<file path="src/rtl/observer_pkg.sv">
// Shared types and helpers for the observer monitor blocks.
package observer_pkg;

    typedef enum logic [1:0] {
        OBS_IDLE,
        OBS_ARM,
        OBS_RUN
    } obs_state_e;

    // Widest channel vector the priority encoder accepts.
    localparam int unsigned MAX_CH = 32;

    function automatic int unsigned lowest_set(input logic [MAX_CH-1:0] vec);
        int unsigned idx   = 0;
        logic        found = 1'b0;
        for (int unsigned i = 0; i < MAX_CH; i++) begin
            if (vec[i] && !found) begin
                idx   = i;
                found = 1'b1;
            end
        end
        return idx;
    endfunction

endpackage

</file>
<file path="src/rtl/observer_sat_counter.sv">
// Saturating up-counter with synchronous clear; clear wins over increment.
module observer_sat_counter #(
    parameter int unsigned CNT_W = 8
) (
    input  logic             clk,
    input  logic             rst_n,
    input  logic             inc,
    input  logic             clr,
    output logic [CNT_W-1:0] count
);

    always_ff @(posedge clk or negedge rst_n) begin
        if (!rst_n) begin
            count <= '0;
        end else if (clr) begin
            count <= '0;
        end else if (inc && (count != '1)) begin
            count <= count + CNT_W'(1);
        end
    end

endmodule

</file>
<file path="src/rtl/observer_seq.sv">
// Registered multi-channel observer: sampled mux, change detection with lowest
// changed index, all-equal flag and a saturating change-event counter.
module observer_seq
    import observer_pkg::*;
#(
    parameter int unsigned NUM_CH = 4,
    parameter int unsigned WIDTH  = 1,
    parameter int unsigned CNT_W  = 8,
    parameter int unsigned SEL_W  = $clog2(NUM_CH)
) (
    input  logic                    clk,
    input  logic                    rst_n,
    input  logic                    enable,
    input  logic [NUM_CH*WIDTH-1:0] in,
    input  logic [SEL_W-1:0]        sel,
    input  logic                    clear,
    output logic [WIDTH-1:0]        out_mux,
    output logic                    out_change,
    output logic [SEL_W-1:0]        change_idx,
    output logic                    out_all_eq,
    output logic [CNT_W-1:0]        event_count
);

    obs_state_e                state;
    logic [NUM_CH*WIDTH-1:0]   sample;
    logic [NUM_CH-1:0]         diff;
    logic [MAX_CH-1:0]         diff_ext;
    logic [WIDTH-1:0]          mux_new;
    logic [WIDTH-1:0]          mux_old;
    logic                      eq_new;
    logic                      inc;

    // mux_new selects from the incoming sample, mux_old from the held one.
    always_comb begin
        diff     = '0;
        diff_ext = '0;
        mux_new  = '0;
        mux_old  = '0;
        eq_new   = 1'b1;
        for (int unsigned k = 0; k < NUM_CH; k++) begin
            diff[k]     = |(in[k*WIDTH +: WIDTH] ^ sample[k*WIDTH +: WIDTH]);
            diff_ext[k] = diff[k];
            if (in[k*WIDTH +: WIDTH] != in[WIDTH-1:0]) begin
                eq_new = 1'b0;
            end
            if (32'(sel) == k) begin
                mux_new = in[k*WIDTH +: WIDTH];
                mux_old = sample[k*WIDTH +: WIDTH];
            end
        end
    end

    assign inc = (state == OBS_RUN) && enable && (|diff);

    always_ff @(posedge clk or negedge rst_n) begin
        if (!rst_n) begin
            state      <= OBS_IDLE;
            sample     <= '0;
            out_mux    <= '0;
            out_change <= 1'b0;
            change_idx <= '0;
            out_all_eq <= 1'b0;
        end else begin
            out_change <= 1'b0;
            unique case (state)
                OBS_IDLE: begin
                    out_mux <= mux_old;
                    if (enable) begin
                        state <= OBS_ARM;
                    end
                end
                // Baseline capture happens even if enable drops this cycle.
                OBS_ARM: begin
                    sample     <= in;
                    out_mux    <= mux_new;
                    out_all_eq <= eq_new;
                    state      <= enable ? OBS_RUN : OBS_IDLE;
                end
                OBS_RUN: begin
                    if (enable) begin
                        out_change <= |diff;
                        if (|diff) begin
                            change_idx <= SEL_W'(lowest_set(diff_ext));
                        end
                        sample     <= in;
                        out_mux    <= mux_new;
                        out_all_eq <= eq_new;
                    end else begin
                        out_mux <= mux_old;
                        state   <= OBS_IDLE;
                    end
                end
                default: state <= OBS_IDLE;
            endcase
        end
    end

    observer_sat_counter #(
        .CNT_W (CNT_W)
    ) u_event_cnt (
        .clk   (clk),
        .rst_n (rst_n),
        .inc   (inc),
        .clr   (clear),
        .count (event_count)
    );

endmodule

</file>
<file path="config.mk">
export PLATFORM = sky130hd
export DESIGN_NAME = observer_seq
export DESIGN_NICKNAME = d
export VERILOG_FILES = /design/src/rtl/observer_pkg.sv /design/src/rtl/observer_sat_counter.sv /design/src/rtl/observer_seq.sv
export SDC_FILE = /design/constraint.sdc
export NUM_CORES = 1
export LEC_CHECK = 0
export ABC_AREA = 1
export CORE_MARGIN = 4
export CORE_UTILIZATION = 48
export CTS_BUF_LIST = sky130_fd_sc_hd__clkbuf_4
export CTS_CLUSTER_SIZE = 24
export DETAILED_ROUTE_END_ITERATION = 8
export PLACE_DENSITY = 0.81
export SLEW_MARGIN = 20
export SYNTH_ARGS = -nofsm -noshare
export SYNTH_HDL_FRONTEND = slang
export SYNTH_SLANG_ARGS = --single-unit
</file>
<file path="constraint.sdc">
create_clock -name clk -period 1.35 [get_ports clk]
set_input_delay 0.135 -clock clk [delete_from_list [all_inputs] [get_ports clk]]
set_output_delay 0.135 -clock clk [all_outputs]
set_load 0.1 [all_outputs]
</file>
==> results of run 1 <==
==> state kept, by name (all words and copies together), names as in the netlist <==
register and count:
out_all_eq 1, out_change 1, change_idx 2, out_mux 1, u_event_cnt.count 8, state 2, sample 4
==> report_power, final <==
group	total (mW)	switching (mW)	leakage, nW	internal [mW]
clock	0.297	0.162	0.0184	0.135
combinational	2.41	1.46	0.753	0.951
sequential	0.921	0.169	0.232	0.752
==> layer usage <==
metal	track usage, %	part of all wire, %	up-vias
met5	0	0	-
met4	11.00	2.9	0
met3	2.193	5.4	10
met2	35.49	53	54
met1	22.65	38	628
li1	-	-	652
==> final cells by class <==
class                           instances  area [µm²]  area share, %
Multi-Input combinational cell        121       795.8          39.73
Timing Repair Buffer                   44       515.5          25.73
Sequential cell                        19       491.7          24.55
Inverter                               34       132.6          6.621
Tap cell                               30       37.54          1.874
Clock buffer                            4       30.03          1.499
==> timing repair <==
| action | 4_1_cts | 5_1_grt |
|---|---|---|
| pin swaps | 2 | 12 |
| hold buffers | 0 | 0 |
| setup buffers | 0 | 3 |
| endpoints found under the hold margin | 0 | 0 |
| resized for setup | 12 | 26 |
| cloned | 1 | 1 |
| setup endpoints to repair | 14 | 16 |
==> how the worst min path moves through the flow <==
stage                     depth (start not counted)  slack [ps]                   endpoint  start
after floorplan                                   0        -160  change_idx[0]$_DFFE_PN0P_  rst_n
after global placement                            2         490       state[0]$_DFFE_PN0P_  rst_n
after detailed placement                          2         490       state[0]$_DFFE_PN0P_  rst_n
after CTS                                         2         160      sample[2]$_DFFE_PN0P_  rst_n
after global routing                              2         170       state[0]$_DFFE_PN0P_  rst_n
final                                             2         160       state[0]$_DFFE_PN0P_  rst_n
==> synth_stat cells <==
master,count,area share [%]
sky130_fd_sc_hd__dfrtp_1,19,38
sky130_fd_sc_hd__nor2_1,8,2.4
sky130_fd_sc_hd__clkbuf_4,1,0.61
sky130_fd_sc_hd__a21oi_1,5,2.0
sky130_fd_sc_hd__inv_1,29,8.8
sky130_fd_sc_hd__nand4_1,11,5.6
sky130_fd_sc_hd__nand3_4,1,1.4
sky130_fd_sc_hd__buf_6,1,0.91
sky130_fd_sc_hd__nand3_1,19,7.7
sky130_fd_sc_hd__o22ai_1,1,0.51
sky130_fd_sc_hd__nand3_2,1,0.81
sky130_fd_sc_hd__nor3_1,1,0.40
sky130_fd_sc_hd__inv_2,5,1.5
sky130_fd_sc_hd__nor2_4,1,0.91
sky130_fd_sc_hd__ha_1,5,5.1
sky130_fd_sc_hd__nand2_1,53,16
sky130_fd_sc_hd__nand2_2,1,0.51
sky130_fd_sc_hd__nand2_4,1,0.91
sky130_fd_sc_hd__o21bai_1,1,0.61
sky130_fd_sc_hd__o21ai_0,7,2.8
sky130_fd_sc_hd__xor2_1,3,2.1
==> worst register-to-register path, cell delays in order (launching register included) <==
cell,delay [ps]
sky130_fd_sc_hd__dfrtp_2,460
sky130_fd_sc_hd__ha_4,190
sky130_fd_sc_hd__nand2_4,80
sky130_fd_sc_hd__inv_4,50
sky130_fd_sc_hd__buf_4,140
sky130_fd_sc_hd__o21ai_2,120
sky130_fd_sc_hd__nor2_1,60
sky130_fd_sc_hd__nand2_1,60
sky130_fd_sc_hd__nand2_1,60
sky130_fd_sc_hd__nand2_1,70
sky130_fd_sc_hd__nand2_1,50
==> cells by family (layout without fill, tap and decap cells) <==
group           after synthesis  count (layout)  synth area share (%)
flops                        19              19                 38.38
buf+inv                      36              82                 11.82
fa+ha+maj                     5               5                 5.051
simple gates                 97              99                 36.67
xor+xnor                      3               3                 2.122
compound gates               14              14                 5.960
==> impl_metrics.tcl, run 1 <==
set metrics [dict create \
    fp.coreArea_mm2 0.002477 \
    grt_max_degree 20 \
    worstSetupEndpointType "register" \
    first_iter_violations 54 \
    max_freq_mhz 706.3 \
    design_power_total_mw 3.624 \
    final_cells 252 \
    yosys_warnings 0 \
    cell_family_with_the_largest_share_of_critical_path_delay "flip-flops" \
    die_width_um 58.80 \
    min-delay-path-class "input port to asynchronous set/reset pin" \
    p_leak_nw 1.003 \
    dpl.cell_count 243 \
    timing.setup.critical_path_class "register to register" \
    min_cycle_time_layout_ps 1416 \
    fin_skew_ps 1.601 \
    num_vias 1344 \
    detailedPlace.worstSlack_ps -224.1 \
    critPathCapture "out_mux$_DFFE_PN0P_" \
    area_growth_pct 61.72 \
    layout_worst_path_cycle_share_pct 104.9 \
    synth.avg_cell_area_um2 7.119 \
    synthCells 174 \
    routabilityCongestion 0.8983 \
    die-area_mm2 0.003457 \
    critPathBufInv 2 \
    dpl.hpwl_um 2323 \
    syn-cell-area_mm2 0.001239 \
    cts-buffers-inserted 3 \
    timing.final.setup_violations 2 \
    drt-total-wl_um 3306 \
    setup.worst_path.start "state[1]$_DFFE_PN0P_" \
    synth_seq_area_share_pct 38.38 \
    cpPeakStageDelay_ps 460 \
    timing.final.max_slew_violations 0 \
    detail_route.wl_per_cell_um 13.12 \
    insertedDiodeCount 0 \
    global_route_wire_length_before_repair_um 5347 \
    grt_util_all_layers_pct 19.81 \
    chipHeight_um 58.80 \
    regToRegEndpoint "out_mux$_DFFE_PN0P_" \
    synthDistinctLibCells 21 \
    power_per_cell_area_mw_per_mm2 1809 \
    reg2regPathDepth 10 \
    cell_type_with_the_highest_occurrence_count_on_the_critical_path "sky130_fd_sc_hd__nand2_1" \
    antenna_left 0 \
    cts-root-buf "sky130_fd_sc_hd__clkbuf_4" \
    rsz_0062_raised_after_global_routing "yes" \
    nFillCells 151 \
    clock-sinks 19 \
    crit_path_dat_ps 1610 \
    finalWorstSetupSlack_ps -65.90 \
    startpoint_type "register" \
    finalSetupTns_ps -93.48 \
    layout.cells.most_common_list "sky130_fd_sc_hd__nand2_1 (48), sky130_fd_sc_hd__inv_1 (26), sky130_fd_sc_hd__buf_4 (22)" \
    hold_viol 0 \
    num-nets-final 238 \
    fin_area_mm2 0.002003 \
    finalCoreUtilization_pct 80.86 \
    leading_cell_type_in_the_layout_fill_and_taps_excluded "sky130_fd_sc_hd__nand2_1" \
    start_util_pct 50.00 \
    vdd_drop_max_uv 1806 \
    clk-insertion-delay-late_ps 290 \
    hold_ws_ps 159.4 \
    overflow_left_after_global_routing 0 \
    crit_path_top_delay_cell "sky130_fd_sc_hd__dfrtp_2" \
    viasPerCell 5.333 \
    cts_tree "yes" \
    required_ps 1540 \
    via_count_of_the_first_global_routing_pass 1260 \
    clock_path_buffers 2 \
    drt_pre_antenna_iters 4 \
    maxCapViolCount 0 \
    syn_nets 189 \
    dpl-instance-area_mm2 0.001785 \
    place.port_buffers 22 \
    critical_path_peak_fanout 3 \
    num_io_pins 23 \
    max_slew_margin_pct 65.33 \
    critical_path.cell_chain "ha_4, nand2_4, inv_4, buf_4, o21ai_2, nor2_1, nand2_1, nand2_1, nand2_1, nand2_1" \
    failed_checks "setup timing" \
    floorplan.rows 18 \
    r2r_setup_slack_ps -70 \
    antenna_found_initial 0 \
    crit-reg2reg-launch "state[1]$_DFFE_PN0P_" \
    path_depth 10 \
    synth_seq_cells 19 \
    share_of_post_route_cells_with_drive_strength_above_1_pct 37.39 \
    remaining_drc_errors 0 \
    cts_max_level 1 \
    clkTransAtPathRegs_ps 100 \
    outcome "complete, but fails checks" \
    slew_at_the_pin_with_the_worst_max_slew_slack_ps 519.5 \
]
Note: power is estimated with default switching activity, not from simulation.
==> run 2: changes to the inputs <==
--- a/config.mk
+++ b/config.mk
@@ -6,6 +6,7 @@
 export NUM_CORES = 1
 export LEC_CHECK = 0
 export ABC_AREA = 1
+export ABC_CLOCK_PERIOD_IN_PS = 1300
 export CORE_MARGIN = 4
 export CORE_UTILIZATION = 48
 export CTS_BUF_LIST = sky130_fd_sc_hd__clkbuf_4
==> constraint.sdc (replaced) <==
create_clock -name clk -period 1.3 [get_ports clk]
set_input_delay 0.13 -clock clk [delete_from_list [all_inputs] [get_ports clk]]
set_output_delay 0.13 -clock clk [all_outputs]
set_load 0.1 [all_outputs]
==> impl_metrics.tcl, run 2 (synthesized netlist as in run 1, its figures left out) <==
set metrics [dict create \
    netSwitchingFraction_pct 48.83 \
    number_of_hold_buffers_added_after_cts 0 \
    cell_type_with_the_highest_occurrence_count_on_the_critical_path "sky130_fd_sc_hd__nand3_4" \
    remaining_drc_errors 0 \
    required_ps 1530 \
    biggestRegsByFlops "u_event_cnt.count x8, sample x4" \
    timing.final.max_slew_violations 0 \
    startpoint_type "register" \
    dpl.hpwl_um 2418 \
    leading_cell_type_in_the_layout_fill_and_taps_excluded "sky130_fd_sc_hd__nand2_1" \
    die_width_um 58.80 \
    critical_path.cell_chain "ha_4, nand3_4, nor2_4, nand3_4, nand2_8, nand3_1, nand2_1" \
    met3_length_um 231 \
    outcome "complete, but fails checks" \
    slew_at_the_pin_with_the_worst_max_slew_slack_ps 485.1 \
    num_vias 1413 \
    insertedDiodeCount 0 \
    antenna_left 0 \
    top_layer_used "met4" \
    layout_worst_path_cycle_share_pct 107.1 \
    min-delay-path-class "input port to asynchronous set/reset pin" \
    p_int_mw 2.045 \
    die-area_mm2 0.003457 \
    power.switching_mw 1.951 \
    detail_route.wl_per_cell_um 14.48 \
    grt_max_degree 20 \
    wirelength_met1_um 1400 \
    largest_register_ffs 8 \
    crit_path_top_delay_cell "sky130_fd_sc_hd__dfrtp_4" \
    first_iter_violations 65 \
    drt-total-wl_um 3736 \
    min_cycle_time_layout_ps 1392 \
    drt_pre_antenna_iters 4 \
    maxCapViolCount 0 \
    p_leak_nw 1.044 \
    clk-insertion-delay-late_ps 300 \
    failed_checks "setup timing" \
    r2r_setup_slack_ps -90 \
    critical_path_peak_fanout 8 \
    chipHeight_um 58.80 \
    via_count_of_the_first_global_routing_pass 1376 \
    cts_max_level 1 \
    cpPeakStageDelay_ps 440 \
    seq_power_share_pct 23.9 \
    viasPerCell 5.477 \
    finalSetupTns_ps -390.2 \
    start_util_pct 50.00 \
    power_per_cell_area_mw_per_mm2 1902 \
    vdd_drop_max_uv 2252 \
    overflow_left_after_global_routing 0 \
    timing.final.setup_violations 13 \
    routabilityCongestion 0.8936 \
    max_slew_margin_pct 67.62 \
    place.port_buffers 22 \
    global_route_wire_length_before_repair_um 5823 \
    cts-buffers-inserted 3 \
    crit_path_dat_ps 1620 \
    antenna_found_initial 0 \
    power.share.combinational_pct 68.0 \
    finalWorstSetupSlack_ps -91.77 \
    worstSetupEndpointType "register" \
    grt_util_all_layers_pct 21.51 \
    clock_path_buffers 2 \
    num-nets-final 244 \
    cts-root-buf "sky130_fd_sc_hd__clkbuf_4" \
    layout.cells.most_common_list "sky130_fd_sc_hd__nand2_1 (44), sky130_fd_sc_hd__inv_1 (25), sky130_fd_sc_hd__buf_4 (24)" \
    hold_viol 0 \
    fin_skew_ps 3.639 \
    max_freq_mhz 718.5 \
    floorplan.rows 18 \
    most_flops_register "u_event_cnt.count" \
    met2RoutedLength_um 2010 \
    design_power_total_mw 3.995 \
    share_of_post_route_cells_with_drive_strength_above_1_pct 41.23 \
    nFillCells 125 \
    num_io_pins 23 \
    area_growth_pct 69.60 \
    critPathBufInv 0 \
    clock-sinks 19 \
    clockPowerShare_pct 8.1 \
    rsz_0062_raised_after_global_routing "yes" \
    timing.setup.critical_path_class "register to register" \
    clkTransAtPathRegs_ps 110 \
    cell_family_with_the_largest_share_of_critical_path_delay "simple AND/OR/NAND/NOR gates" \
    fp.coreArea_mm2 0.002477 \
    cts_tree "yes" \
]
[run 2: cell types whose count changed in the layout (fill, tap and decap cells not counted), moves of 2 or more]
cell                      before  now
sky130_fd_sc_hd__buf_6         0    4
sky130_fd_sc_hd__nand2_1      48   44
sky130_fd_sc_hd__nand3_2       7    4
sky130_fd_sc_hd__buf_4        22   24
sky130_fd_sc_hd__nand2_2       3    5
sky130_fd_sc_hd__nand3_1      13   15
[run 2: per-layer routing]
metal  up-vias  track usage, %
met4         0           7.120
li1        666               -
met5         -               0
met2        63           41.32
met1       669           24.34
met3        15           2.193
[run 2: repair_timing]
item,in CTS,in global routing
setup buffers,6,1
gates resized for setup,28,23
setup endpoints to repair,17,17
pin swaps,14,16
cloned,2,0
[run 2: final cells by class]
cell class                 count  area [µm²]  share of cell area, %
timing repair buffer          50       575.6                  27.40
sequential                    19       491.7                  23.41
tap                           30       37.54                  1.787
multi-input combinational    121       833.3                  39.67
inverter                      34       132.6                  6.313
clock buffer                   4       30.03                  1.429
[run 2: power groups by stage]
stage / sequential, mW / clock [mW] / combinational [mW]
5_1_grt: 0.973 / 0.353 / 2.87
4_1_cts: 0.946 / 0.326 / 2.40
6_report: 0.954 / 0.324 / 2.72
3_5_place_dp: 0.943 / 0 / 2.10
3_3_place_gp: 0.937 / 0 / 2.03
2_1_floorplan: 1.49 / 0 / 0.665
[run 2: final timing paths]
path | from | to | cells after the start
max in group asynchronous | rst_n | u_event_cnt.count[1]$_DFFE_PN0P_ | 2
hold reg to reg | out_all_eq$_DFFE_PN0P_ | out_all_eq$_DFFE_PN0P_ | 2
setup / recovery | u_event_cnt.count[0]$_DFFE_PN0P_ | u_event_cnt.count[3]$_DFFE_PN0P_ | 7
hold / removal | rst_n | state[0]$_DFFE_PN0P_ | 2
setup reg to reg | u_event_cnt.count[0]$_DFFE_PN0P_ | u_event_cnt.count[3]$_DFFE_PN0P_ | 7
min in group clk | out_all_eq$_DFFE_PN0P_ | out_all_eq$_DFFE_PN0P_ | 2
[run 2: per-stage QoR]
stage	worst slack (ps)	cells	instance area [µm²]	util [%]	hold slack, ps
after floorplan	-216.7	174	1274	-	-165.6
after global placement	-194.7	245	1800	72.68	480.9
after detailed placement	-264.6	245	1800	72.68	481.0
after CTS	-35.75	257	1996	80.56	148.5
after global routing	-141.7	258	2101	84.80	174.7
final	-91.77	258	2101	84.80	158.8
